$ cat src/rtl/dest_req_arb_wrr.sv
// Weighted round-robin merge of N_DESTS request streams onto one registered output,
// with per-destination outstanding credits, an offs drop filter and a mux sequence queue.

module dest_req_arb_wrr_credit #(
   parameter int CNT_BITS  = 8,
   parameter int MAX_OUTST = 8
) (
   input  logic aclk,
   input  logic aresetn,
   input  logic inc,
   input  logic cpl,
   output logic has_credit,
   output logic underflow
);
   logic [CNT_BITS-1:0] cnt;
   logic                dec;

   assign underflow  = cpl && (cnt == '0);
   assign dec        = cpl && (cnt != '0);
   assign has_credit = cnt < CNT_BITS'(MAX_OUTST);

   always_ff @(posedge aclk or negedge aresetn) begin
      if (!aresetn)
         cnt <= '0;
      else if (inc && !dec)
         cnt <= cnt + CNT_BITS'(1);
      else if (dec && !inc)
         cnt <= cnt - CNT_BITS'(1);
   end
endmodule

module dest_req_arb_wrr #(
   parameter int N_DESTS       = 4,
   parameter int WEIGHT_BITS   = 4,
   parameter int MAX_OUTST     = 8,
   parameter int SEQ_DEPTH     = 8,
   parameter int DROP_OFFS     = 6,
   parameter int PID_BITS      = 6,
   parameter int LEN_BITS      = 16,
   parameter int OFFS_BITS     = 8,
   parameter int BEAT_LOG_BITS = 6,
   localparam int N_DESTS_BITS = (N_DESTS > 1) ? $clog2(N_DESTS) : 1
) (
   input  logic                                  aclk,
   input  logic                                  aresetn,
   input  logic [N_DESTS-1:0]                    s_req_valid,
   output logic [N_DESTS-1:0]                    s_req_ready,
   input  logic [N_DESTS-1:0][PID_BITS-1:0]      s_req_pid,
   input  logic [N_DESTS-1:0][LEN_BITS-1:0]      s_req_len,
   input  logic [N_DESTS-1:0][OFFS_BITS-1:0]     s_req_offs,
   output logic                                  m_req_valid,
   input  logic                                  m_req_ready,
   output logic [PID_BITS-1:0]                   m_req_pid,
   output logic [LEN_BITS-1:0]                   m_req_len,
   output logic [OFFS_BITS-1:0]                  m_req_offs,
   output logic                                  mux_valid,
   input  logic                                  mux_ready,
   output logic [PID_BITS-1:0]                   mux_pid,
   output logic [LEN_BITS-1:0]                   mux_len,
   output logic [N_DESTS_BITS-1:0]               mux_dest,
   input  logic                                  cfg_mode,
   input  logic [N_DESTS*WEIGHT_BITS-1:0]        cfg_weight,
   input  logic                                  cfg_drop_en,
   input  logic                                  cpl_valid,
   input  logic [N_DESTS_BITS-1:0]               cpl_dest,
   output logic [31:0]                           stat_drop_cnt,
   output logic                                  err_cpl_underflow
);
   localparam int SW  = N_DESTS_BITS + 1;
   localparam int WB1 = WEIGHT_BITS + 1;
   localparam int QB  = (SEQ_DEPTH > 1) ? $clog2(SEQ_DEPTH) : 1;
   localparam int CB  = $clog2(SEQ_DEPTH + 1);
   localparam logic [SW-1:0]           N_W  = SW'(N_DESTS);
   localparam logic [N_DESTS_BITS-1:0] LAST = N_DESTS_BITS'(N_DESTS - 1);
   localparam logic [OFFS_BITS-1:0]    DROP_V = OFFS_BITS'(DROP_OFFS);

   typedef struct packed {
      logic [PID_BITS-1:0]  pid;
      logic [LEN_BITS-1:0]  len;
      logic [OFFS_BITS-1:0] offs;
   } req_s;

   typedef struct packed {
      logic [PID_BITS-1:0]     pid;
      logic [LEN_BITS-1:0]     len;
      logic [N_DESTS_BITS-1:0] dest;
   } mux_s;

   // run_q holds off grants until the first clock after reset release
   logic                          run_q;
   logic [N_DESTS_BITS-1:0]       rr_ptr;
   logic [WEIGHT_BITS-1:0]        burst_cnt;
   logic [N_DESTS-1:0][WEIGHT_BITS-1:0] wt;
   logic [N_DESTS-1:0]            drop_hit, elig, has_credit, under, cpl_hit;
   logic                          fwd_ok, gnt_vld, fwd, drop, cpl_dest_ok;
   logic [N_DESTS_BITS-1:0]       gnt_idx, scan_idx, ptr_nxt;
   logic [SW-1:0]                 scan_sum;
   logic [WEIGHT_BITS-1:0]        eff_w, base_cnt;
   logic [WB1-1:0]                nxt_cnt;
   logic                          stay;
   logic [LEN_BITS-1:0]           g_len, g_beats;

   req_s                          out_q, skd_q, new_req;
   logic                          out_vld, skd_vld, m_pop;

   mux_s                          q_mem [SEQ_DEPTH];
   logic [QB-1:0]                 wr_ptr, rd_ptr;
   logic [CB-1:0]                 q_cnt;
   logic                          q_full, q_pop;
   mux_s                          new_mux, q_head;

   assign wt     = cfg_weight;
   assign q_full = (q_cnt == CB'(SEQ_DEPTH));
   assign fwd_ok = !skd_vld && !q_full;

   generate
      for (genvar i = 0; i < N_DESTS; i++) begin : g_dest
         assign drop_hit[i] = cfg_drop_en && (s_req_offs[i] == DROP_V);
         assign elig[i]     = s_req_valid[i] && (drop_hit[i] || (has_credit[i] && fwd_ok));
         assign cpl_hit[i]  = cpl_valid && cpl_dest_ok && (cpl_dest == N_DESTS_BITS'(i));

         dest_req_arb_wrr_credit #(.CNT_BITS(8), .MAX_OUTST(MAX_OUTST)) u_credit (
            .aclk       (aclk),
            .aresetn    (aresetn),
            .inc        (fwd && (gnt_idx == N_DESTS_BITS'(i))),
            .cpl        (cpl_hit[i]),
            .has_credit (has_credit[i]),
            .underflow  (under[i])
         );
      end
      if ((1 << N_DESTS_BITS) == N_DESTS) begin : g_cpl_full
         assign cpl_dest_ok = 1'b1;
      end else begin : g_cpl_chk
         assign cpl_dest_ok = {1'b0, cpl_dest} < N_W;
      end
   endgenerate

   // rotating-priority scan starting at rr_ptr
   always_comb begin
      gnt_vld  = 1'b0;
      gnt_idx  = '0;
      scan_sum = '0;
      scan_idx = '0;
      for (int k = 0; k < N_DESTS; k++) begin
         scan_sum = {1'b0, rr_ptr} + SW'(k);
         if (scan_sum >= N_W) scan_sum = scan_sum - N_W;
         scan_idx = scan_sum[N_DESTS_BITS-1:0];
         if (!gnt_vld && elig[scan_idx]) begin
            gnt_vld = 1'b1;
            gnt_idx = scan_idx;
         end
      end
      gnt_vld = gnt_vld && run_q;
   end

   always_comb begin
      s_req_ready = '0;
      if (gnt_vld) s_req_ready[gnt_idx] = 1'b1;
   end

   assign fwd  = gnt_vld && !drop_hit[gnt_idx];
   assign drop = gnt_vld && drop_hit[gnt_idx];

   // a grant that skips the pointer holder starts a fresh burst for the new owner
   assign eff_w    = (wt[gnt_idx] == '0) ? WEIGHT_BITS'(1) : wt[gnt_idx];
   assign base_cnt = (gnt_idx == rr_ptr) ? burst_cnt : '0;
   assign nxt_cnt  = {1'b0, base_cnt} + WB1'(1);
   assign stay     = cfg_mode && (nxt_cnt < {1'b0, eff_w});
   assign ptr_nxt  = (gnt_idx == LAST) ? '0 : gnt_idx + N_DESTS_BITS'(1);

   always_ff @(posedge aclk or negedge aresetn) begin
      if (!aresetn) begin
         run_q             <= 1'b0;
         rr_ptr            <= '0;
         burst_cnt         <= '0;
         stat_drop_cnt     <= '0;
         err_cpl_underflow <= 1'b0;
      end else begin
         run_q <= 1'b1;
         if (gnt_vld) begin
            if (stay) begin
               rr_ptr    <= gnt_idx;
               burst_cnt <= nxt_cnt[WEIGHT_BITS-1:0];
            end else begin
               rr_ptr    <= ptr_nxt;
               burst_cnt <= '0;
            end
         end
         if (drop) stat_drop_cnt <= stat_drop_cnt + 32'd1;
         if (cpl_valid && (!cpl_dest_ok || (|under))) err_cpl_underflow <= 1'b1;
      end
   end

   assign g_len   = s_req_len[gnt_idx];
   assign g_beats = (g_len == '0) ? '0 : ((g_len - LEN_BITS'(1)) >> BEAT_LOG_BITS);
   assign new_req = '{pid: s_req_pid[gnt_idx], len: g_len, offs: s_req_offs[gnt_idx]};
   assign new_mux = '{pid: s_req_pid[gnt_idx], len: g_beats, dest: gnt_idx};

   // two-entry output stage: out_q drives m_req, skd_q catches the grant made while stalled
   assign m_pop = out_vld && m_req_ready;

   always_ff @(posedge aclk or negedge aresetn) begin
      if (!aresetn) begin
         out_vld <= 1'b0;
         skd_vld <= 1'b0;
         out_q   <= '0;
         skd_q   <= '0;
      end else if (m_pop) begin
         if (skd_vld) begin
            out_q <= skd_q;
            if (fwd) skd_q <= new_req;
            else     skd_vld <= 1'b0;
         end else if (fwd) begin
            out_q <= new_req;
         end else begin
            out_vld <= 1'b0;
         end
      end else if (fwd) begin
         if (!out_vld) begin
            out_q   <= new_req;
            out_vld <= 1'b1;
         end else begin
            skd_q   <= new_req;
            skd_vld <= 1'b1;
         end
      end
   end

   assign m_req_valid = out_vld;
   assign m_req_pid   = out_q.pid;
   assign m_req_len   = out_q.len;
   assign m_req_offs  = out_q.offs;

   assign q_pop  = mux_valid && mux_ready;
   assign q_head = q_mem[rd_ptr];

   always_ff @(posedge aclk) begin
      if (fwd) q_mem[wr_ptr] <= new_mux;
   end

   always_ff @(posedge aclk or negedge aresetn) begin
      if (!aresetn) begin
         wr_ptr <= '0;
         rd_ptr <= '0;
         q_cnt  <= '0;
      end else begin
         if (fwd)   wr_ptr <= (wr_ptr == QB'(SEQ_DEPTH - 1)) ? '0 : wr_ptr + QB'(1);
         if (q_pop) rd_ptr <= (rd_ptr == QB'(SEQ_DEPTH - 1)) ? '0 : rd_ptr + QB'(1);
         if (fwd && !q_pop)      q_cnt <= q_cnt + CB'(1);
         else if (q_pop && !fwd) q_cnt <= q_cnt - CB'(1);
      end
   end

   assign mux_valid = (q_cnt != '0);
   assign mux_pid   = q_head.pid;
   assign mux_len   = q_head.len;
   assign mux_dest  = q_head.dest;
endmodule

$ cat config.mk
export PLATFORM = sky130hd
export DESIGN_NAME = dest_req_arb_wrr
export DESIGN_NICKNAME = d
export VERILOG_FILES = /design/src/rtl/dest_req_arb_wrr.sv
export SDC_FILE = /design/constraint.sdc
export NUM_CORES = 1
export LEC_CHECK = 0
export CORE_MARGIN = 1.5
export CORE_UTILIZATION = 30
export CTS_CLUSTER_SIZE = 14
export DETAILED_ROUTE_END_ITERATION = 7
export SYNTH_ARGS = -nofsm -noshare
export SYNTH_HDL_FRONTEND = slang
export SYNTH_SLANG_ARGS = --single-unit
export TNS_END_PERCENT = 20
$ cat constraint.sdc
create_clock -name aclk -period 5.2 [get_ports aclk]
set_input_delay 0.78 -clock aclk [delete_from_list [all_inputs] [get_ports aclk]]
set_output_delay 0.78 -clock aclk [all_outputs]
set_load 0.01 [all_outputs]
==> impl_metrics.yaml, run 1 <==
power_and_ir_drop:
  power_density_nw_per_um2: 477
  power_w: 0.00899
  leakagePower_nw: 7.32
  peakVddDrop_mv: 0.289
floorplanning:
  fp.dieW_um: 223
  initial_core_util: 0.304
  ios: 242
  core_area_um2: 47600
  dieArea_um2: 49600
  die_h_um: 223
  rows: 80
final_layout:
  layout-drive-gt1-share: 0.145
  layout.nets: 1697
  regArea_um2: 7930
  utilization: 0.396
  antenna_cells: 0
  area_growth_pct: 30.4
  fillers: 4550
  multi_input_area_um2: 6200
drt:
  num_vias: 10184
  final_antenna_net_count: 0
  first_pass_iters: 4
  drc: 0
  drtIter0Drc: 484
  viasPerCell: 4.77
  routedWlPerCell_um: 17.1
  wirelength_um: 36500
sta:
  drv_slew: 0
  worst_pin_slew_ns: 1.09
  fin_crit_ns: 4.77
  setup_viol: 0
  fmax_ghz: 0.210
  rsz0062_at_grt: "false"
  hold_viol_final: 0
  tns_ns: 0
  hold_ws_ns: 0.145
  relSlewSlack: 0.270
  min_period_over_period: 0.916
  skew_ns: 0.0344
setup_path:
  slowest_stage: "nor4b_4"
  crit_required_ns: 5.65
  r2r_start: "q_cnt[1]$_DFFE_PN0P_"
  cp_top_family: "compound AO/OA/AOI/OAI gates"
  r2r-end: "g_dest[0].u_credit.cnt[7]$_DFFE_PN0P_"
  reg2reg_depth: 21
  slowest_delay_ns: 0.55
  crit_chain: "nor4b_4 -> nor4_2 -> o21a_1 -> mux2_2 -> a221oi_4 -> inv_1 -> ha_1 -> and2_1 -> and2_1 -> ha_1 -> inv_1 -> ha_1 -> a21o_1 -> a21oi_1 -> o21bai_1 -> a21oi_1 -> o21bai_1 -> a21oi_1 -> xnor2_1 -> nor2_1 -> xor2_1"
  critPathKind: "reg -> reg"
  arrival_ns: 5.21
  startpoint_type: "flip-flop"
  crit_fanout: 6
  r2r_slack_ns: 0.43
  path_buf_inv: 2
  critPathCaptureType: "flip-flop"
cts:
  cts_num_sinks: 288
  cts_max_level: 1
  worstSkewPairLatency_ns: 0.59
  postCtsHoldBufs: 0
  ctsResizeCount: 0
  cts_setup_buffers: 0
  clk_pin_slew_ns: 0.06
  clockBufferDepth: 3
  root_buffer: "clkbuf_16"
  cts_made_buffers: 31
  cts_tree: "built"
global_route:
  antenna_found_initial: 0
  grt_pass1_wl_um: 57300
  grt_pass1_vias: 10337
  grt_max_degree: 61
  grt_util_all_layers: 0.145
  grt-ovfl-total: 0
min_path:
  hold_path_class: "in -> async"
outcome:
  status: "finished, final reports clean"
synthesis:
  yosysWarnings: 0
  synth_top_area_share: 0.299
  synth_common_cells: "144 x dfrtp_1, 144 x edfxtp_1, 139 x nor2_1, 117 x nand2_1, 83 x a21oi_1"
  synth_cell_types: 72
  synth-async-reset-ratio: 0.500
  synth_area_leaders: "edfxtp_1 30%, dfrtp_1 25%, mux4_2 5.9%, ha_1 3.9%, nor2_1 3.6%"
  synthCells: 1225
  ys_ff_latch: 288
  synth-edff-count: 144
  yosysSeqAreaShare: 0.548
  syn_area_per_cell_um2: 11.8
  yosys.area.top_type: "edfxtp_1"
  synth_ff_type: "edfxtp_1"
  syn_area_um2: 14500
place:
  io_buffer_count: 235
  gp_routability_congestion: 0.840
  hpwl_um: 25900
job:
  maxCapViolCount: 0
## sequential cells by signal, summed over array words and instances (netlist names)
signal,flops
wr_ptr,3
stat_drop_cnt,32
m_req_valid,1
skd_q,30
skd_vld,1
rr_ptr,2
run_q,1
rd_ptr,3
q_cnt,4
m_req_pid,6
burst_cnt,4
err_cpl_underflow,1
g_dest.u_credit.cnt,32
m_req_offs,8
m_req_len,16
q_mem,144
## routing by layer
metal  vias to the layer above  routed length (µm)  GRT usage
met1                      4949               16700      0.194
met2                       239               17400      0.248
li1                       4948                   -          -
met5                         -                   0          0
met4                         0                 655     0.0338
met3                        48                1710     0.0221
## worst register-to-register path, stage by stage, from the launching register on
cell      delay (ns)
dfrtp_1         0.46
nor4b_4         0.55
nor4_2          0.17
o21a_1          0.24
mux2_2          0.30
a221oi_4        0.37
inv_1           0.17
ha_1            0.20
and2_1          0.14
and2_1          0.15
ha_1            0.23
inv_1           0.09
ha_1            0.24
a21o_1          0.18
a21oi_1         0.18
o21bai_1        0.09
a21oi_1         0.24
o21bai_1        0.10
a21oi_1         0.17
xnor2_1         0.14
nor2_1          0.07
xor2_1          0.15
## where the power goes
part	internal [W]	switching, W
sequential	0.00290	0.000496
clock	0.00130	0.000903
combinational	0.00178	0.00161
## through the flow
step	std cells	worst slack, ns	area [µm²]
floorplan	1230	-0.332	14500
global placement	2080	0.0452	17900
detailed placement	2080	-0.0438	17900
CTS	2136	0.386	18900
global route	2136	0.0689	18900
finish	2136	0.435	18900
## area by class of cell
class / instances / area share
inverter: 37 / 0.00802
timing repair buffer: 295 / 0.149
tap: 615 / 0.0408
clock inverter: 16 / 0.0105
clock buffer: 40 / 0.0429
multi-input combinational: 845 / 0.328
sequential: 288 / 0.420
## kinds of logic after synthesis
logic type	Yosys count	synth area share
buf+inv	97	0.0307
flops	288	0.548
other cells	2	0.000519
xor+xnor	73	0.0442
compound gates	209	0.0824
simple gates	383	0.127
fa+ha+maj	50	0.0458
mux	123	0.122
## how the worst max path moves through the flow
stage	endpoint	cells after the start	startpoint	slack [ns]
after floorplan	q_mem[4][0]$_DFFE_PP_	13	s_req_offs[7]	-0.33
after global placement	g_dest[1].u_credit.cnt[7]$_DFFE_PN0P_	22	s_req_offs[6]	0.05
after detailed placement	g_dest[0].u_credit.cnt[7]$_DFFE_PN0P_	22	s_req_offs[28]	-0.04
after CTS	g_dest[0].u_credit.cnt[7]$_DFFE_PN0P_	21	q_cnt[1]$_DFFE_PN0P_	0.39
after global routing	g_dest[0].u_credit.cnt[7]$_DFFE_PN0P_	21	q_cnt[1]$_DFFE_PN0P_	0.07
final	g_dest[0].u_credit.cnt[7]$_DFFE_PN0P_	21	q_cnt[1]$_DFFE_PN0P_	0.43
## cell usage in the layout, fill, tap and decap left out, types with 9 or more instances in the layout
master and instances:
a21o_1 12, a21oi_1 82, and2_1 11, buf_4 59, clkbuf_1 9, clkbuf_16 31, clkdlybuf4s50_1 234, dfrtp_1 142
edfxtp_1 144, ha_1 45, inv_1 35, mux2_2 44, mux2i_1 39, mux4_2 38, nand2_1 117, nand3_1 34
nor2_1 139, o21ai_0 73, o21bai_1 9, xnor2_1 49, xor2_1 24
Power figures use the tool's default switching activity.
==> run 2: changes to the inputs <==
--- a/config.mk
+++ b/config.mk
@@ -5,10 +5,12 @@
 export SDC_FILE = /design/constraint.sdc
 export NUM_CORES = 1
 export LEC_CHECK = 0
+export ABC_CLOCK_PERIOD_IN_PS = 5200
 export CORE_MARGIN = 1.5
 export CORE_UTILIZATION = 30
 export CTS_CLUSTER_SIZE = 14
 export DETAILED_ROUTE_END_ITERATION = 7
+export DONT_BUFFER_PORTS = 1
 export SYNTH_ARGS = -nofsm -noshare
 export SYNTH_HDL_FRONTEND = slang
 export SYNTH_SLANG_ARGS = --single-unit
==> run 2 against run 1 <==
Worst setup slack got worse by 0.034 ns. Maximum frequency shrank 0.70%. Critical endpoint unchanged. Register-to-register slack got worse by 0.03 ns. Sequential share of layout area grew 6.1 points. Non-clock buffer count decreased by 256. Highest routed layer is now met5.
==> impl_metrics.yaml, run 2 (synthesized netlist as in run 1, its figures left out) <==
setup_path:
  arrival_ns: 5.22
  path_buf_inv: 4
  slowest_delay_ns: 0.55
  critPathCaptureType: "flip-flop"
  cp_top_family: "simple AND/OR/NAND/NOR gates"
  slowest_stage: "or4_4"
  crit_required_ns: 5.62
  reg2reg_depth: 22
  critPathKind: "reg -> reg"
  crit_fanout: 32
  startpoint_type: "flip-flop"
  worstSetupPathDepth: 22
  crit_chain: "or4_4 -> nor4_2 -> o21ai_1 -> a211o_1 -> and2_4 -> clkinv_8 -> buf_4 -> ha_1 -> and2_1 -> and2_1 -> ha_1 -> inv_1 -> buf_4 -> ha_1 -> a21oi_1 -> o21bai_1 -> a21oi_1 -> o21bai_1 -> a21oi_1 -> xnor2_1 -> nor2_1 -> xor2_1"
floorplanning:
  die_h_um: 223
  core_area_um2: 47600
  ios: 242
  rows: 80
  dieArea_um2: 49600
  fp.dieW_um: 223
  initial_core_util: 0.304
final_layout:
  area_growth_pct: 13.9
  final_cell_mix: "144 x edfxtp_1, 142 x dfrtp_1, 139 x nor2_1, 117 x nand2_1, 82 x a21oi_1"
  fillers: 4713
  reg.largest.list: "q_mem: 144 flops, g_dest.u_credit.cnt: 32 flops, stat_drop_cnt: 32 flops"
  regArea_um2: 7930
  largest_register: "q_mem"
  layout-drive-gt1-share: 0.163
  layout.nets: 1444
  design_area_um2: 16500
  final_common_cell: "edfxtp_1"
  multi_input_area_um2: 6220
  largest_reg_flops: 144
sta:
  setup_viol: 0
  skew_ns: 0.0236
  hold_ws_ns: 0.230
  fin_crit_ns: 4.80
  hold_viol_final: 0
  min_period_over_period: 0.923
  setup_ws_ns: 0.401
  fmax_ghz: 0.208
  drv_slew: 0
  worst_pin_slew_ns: 1.07
  relSlewSlack: 0.286
  rsz0062_at_grt: "false"
  tns_ns: 0
drt:
  drtIter0Drc: 426
  final_antenna_net_count: 0
  drc: 0
  num_vias: 9319
  viasPerCell: 4.94
  routedWlPerCell_um: 18.6
  wirelength_um: 35000
  first_pass_iters: 5
power_and_ir_drop:
  power_w: 0.00853
  power_density_nw_per_um2: 517
  peakVddDrop_mv: 0.225
  leakagePower_nw: 6.36
cts:
  cts_tree: "built"
  root_buffer: "clkbuf_16"
  clk_pin_slew_ns: 0.06
  clockBufferDepth: 3
  cts_made_buffers: 34
  worstSkewPairLatency_ns: 0.54
  cts_max_level: 2
  cts_num_sinks: 288
global_route:
  grt_max_degree: 145
  grt_pass1_wl_um: 54000
  grt_util_all_layers: 0.141
  grt_pass1_vias: 9470
  antenna_found_initial: 1
  grt_use_met1: 0.178
  grt-ovfl-total: 0
  met2_usage: 0.232
  grt-busiest-layer: "met2"
  met3_usage: 0.0343
outcome:
  status: "finished, final reports clean"
job:
  maxCapViolCount: 0
place:
  io_buffer_count: 0
  hpwl_um: 24100
  gp_routability_congestion: 0.818
  place_ws_ns: 0.198
  dpl-instance-area_um2: 15300
min_path:
  hold_path_class: "in -> async"
==> run 2: cell type report <==
cell class | instances | area share
sequential | 288 | 0.481
multi-input combinational | 845 | 0.377
timing repair buffer | 39 | 0.0190
clock buffer | 47 | 0.0582
tap | 615 | 0.0467
antenna | 1 | 0.000152
inverter | 37 | 0.00918
clock inverter | 13 | 0.00895
==> run 2: metrics by stage <==
| step | util | std cells |
|---|---|---|
| final | 0.346 | 1885 |
| after CTS | 0.345 | 1882 |
| after global placement | 0.322 | 1821 |
| after global routing | 0.346 | 1884 |
| after floorplan | - | 1230 |
| after detailed placement | 0.322 | 1821 |
==> run 2: timing repair <==
action | in CTS | in global routing
hold endpoints to repair | 144 | 0
hold buffers | 1 | 0
buffers inserted | 0 | 2
gates resized for setup | 0 | 3
setup endpoints to repair | 0 | 1
==> run 2: power by group <==
| part | switching (W) | leakage, nW | internal (W) | total [W] |
|---|---|---|---|---|
| clock network | 0.000967 | 0.539 | 0.00140 | 0.00237 |
| logic | 0.00140 | 2.73 | 0.00125 | 0.00265 |
| registers | 0.000616 | 3.09 | 0.00290 | 0.00352 |
==> run 2: final timing paths <==
| check | from | to | slack, ns |
|---|---|---|---|
| max in group asynchronous | aresetn | stat_drop_cnt[11]$_DFFE_PN0P_ | 4.35 |
| worst max-delay path | g_dest[1].u_credit.cnt[6]$_DFFE_PN0P_ | g_dest[0].u_credit.cnt[7]$_DFFE_PN0P_ | 0.40 |
| worst min-delay path | aresetn | skd_q[7]$_DFFE_PN0P_ | 0.23 |
| worst max register to register | g_dest[1].u_credit.cnt[6]$_DFFE_PN0P_ | g_dest[0].u_credit.cnt[7]$_DFFE_PN0P_ | 0.40 |
| min in group aclk | m_req_ready | skd_vld$_DFFE_PN0P_ | 0.36 |
| worst min register to register | g_dest[0].u_credit.cnt[7]$_DFFE_PN0P_ | g_dest[0].u_credit.cnt[7]$_DFFE_PN0P_ | 0.48 |
==> run 2: per-layer routing <==
layer / vias to the layer above / wire [µm]
li1: 4440 / -
met1: 4576 / 15000
met2: 237 / 16700
met3: 64 / 2060
met4: 2 / 1150
met5: - / 16
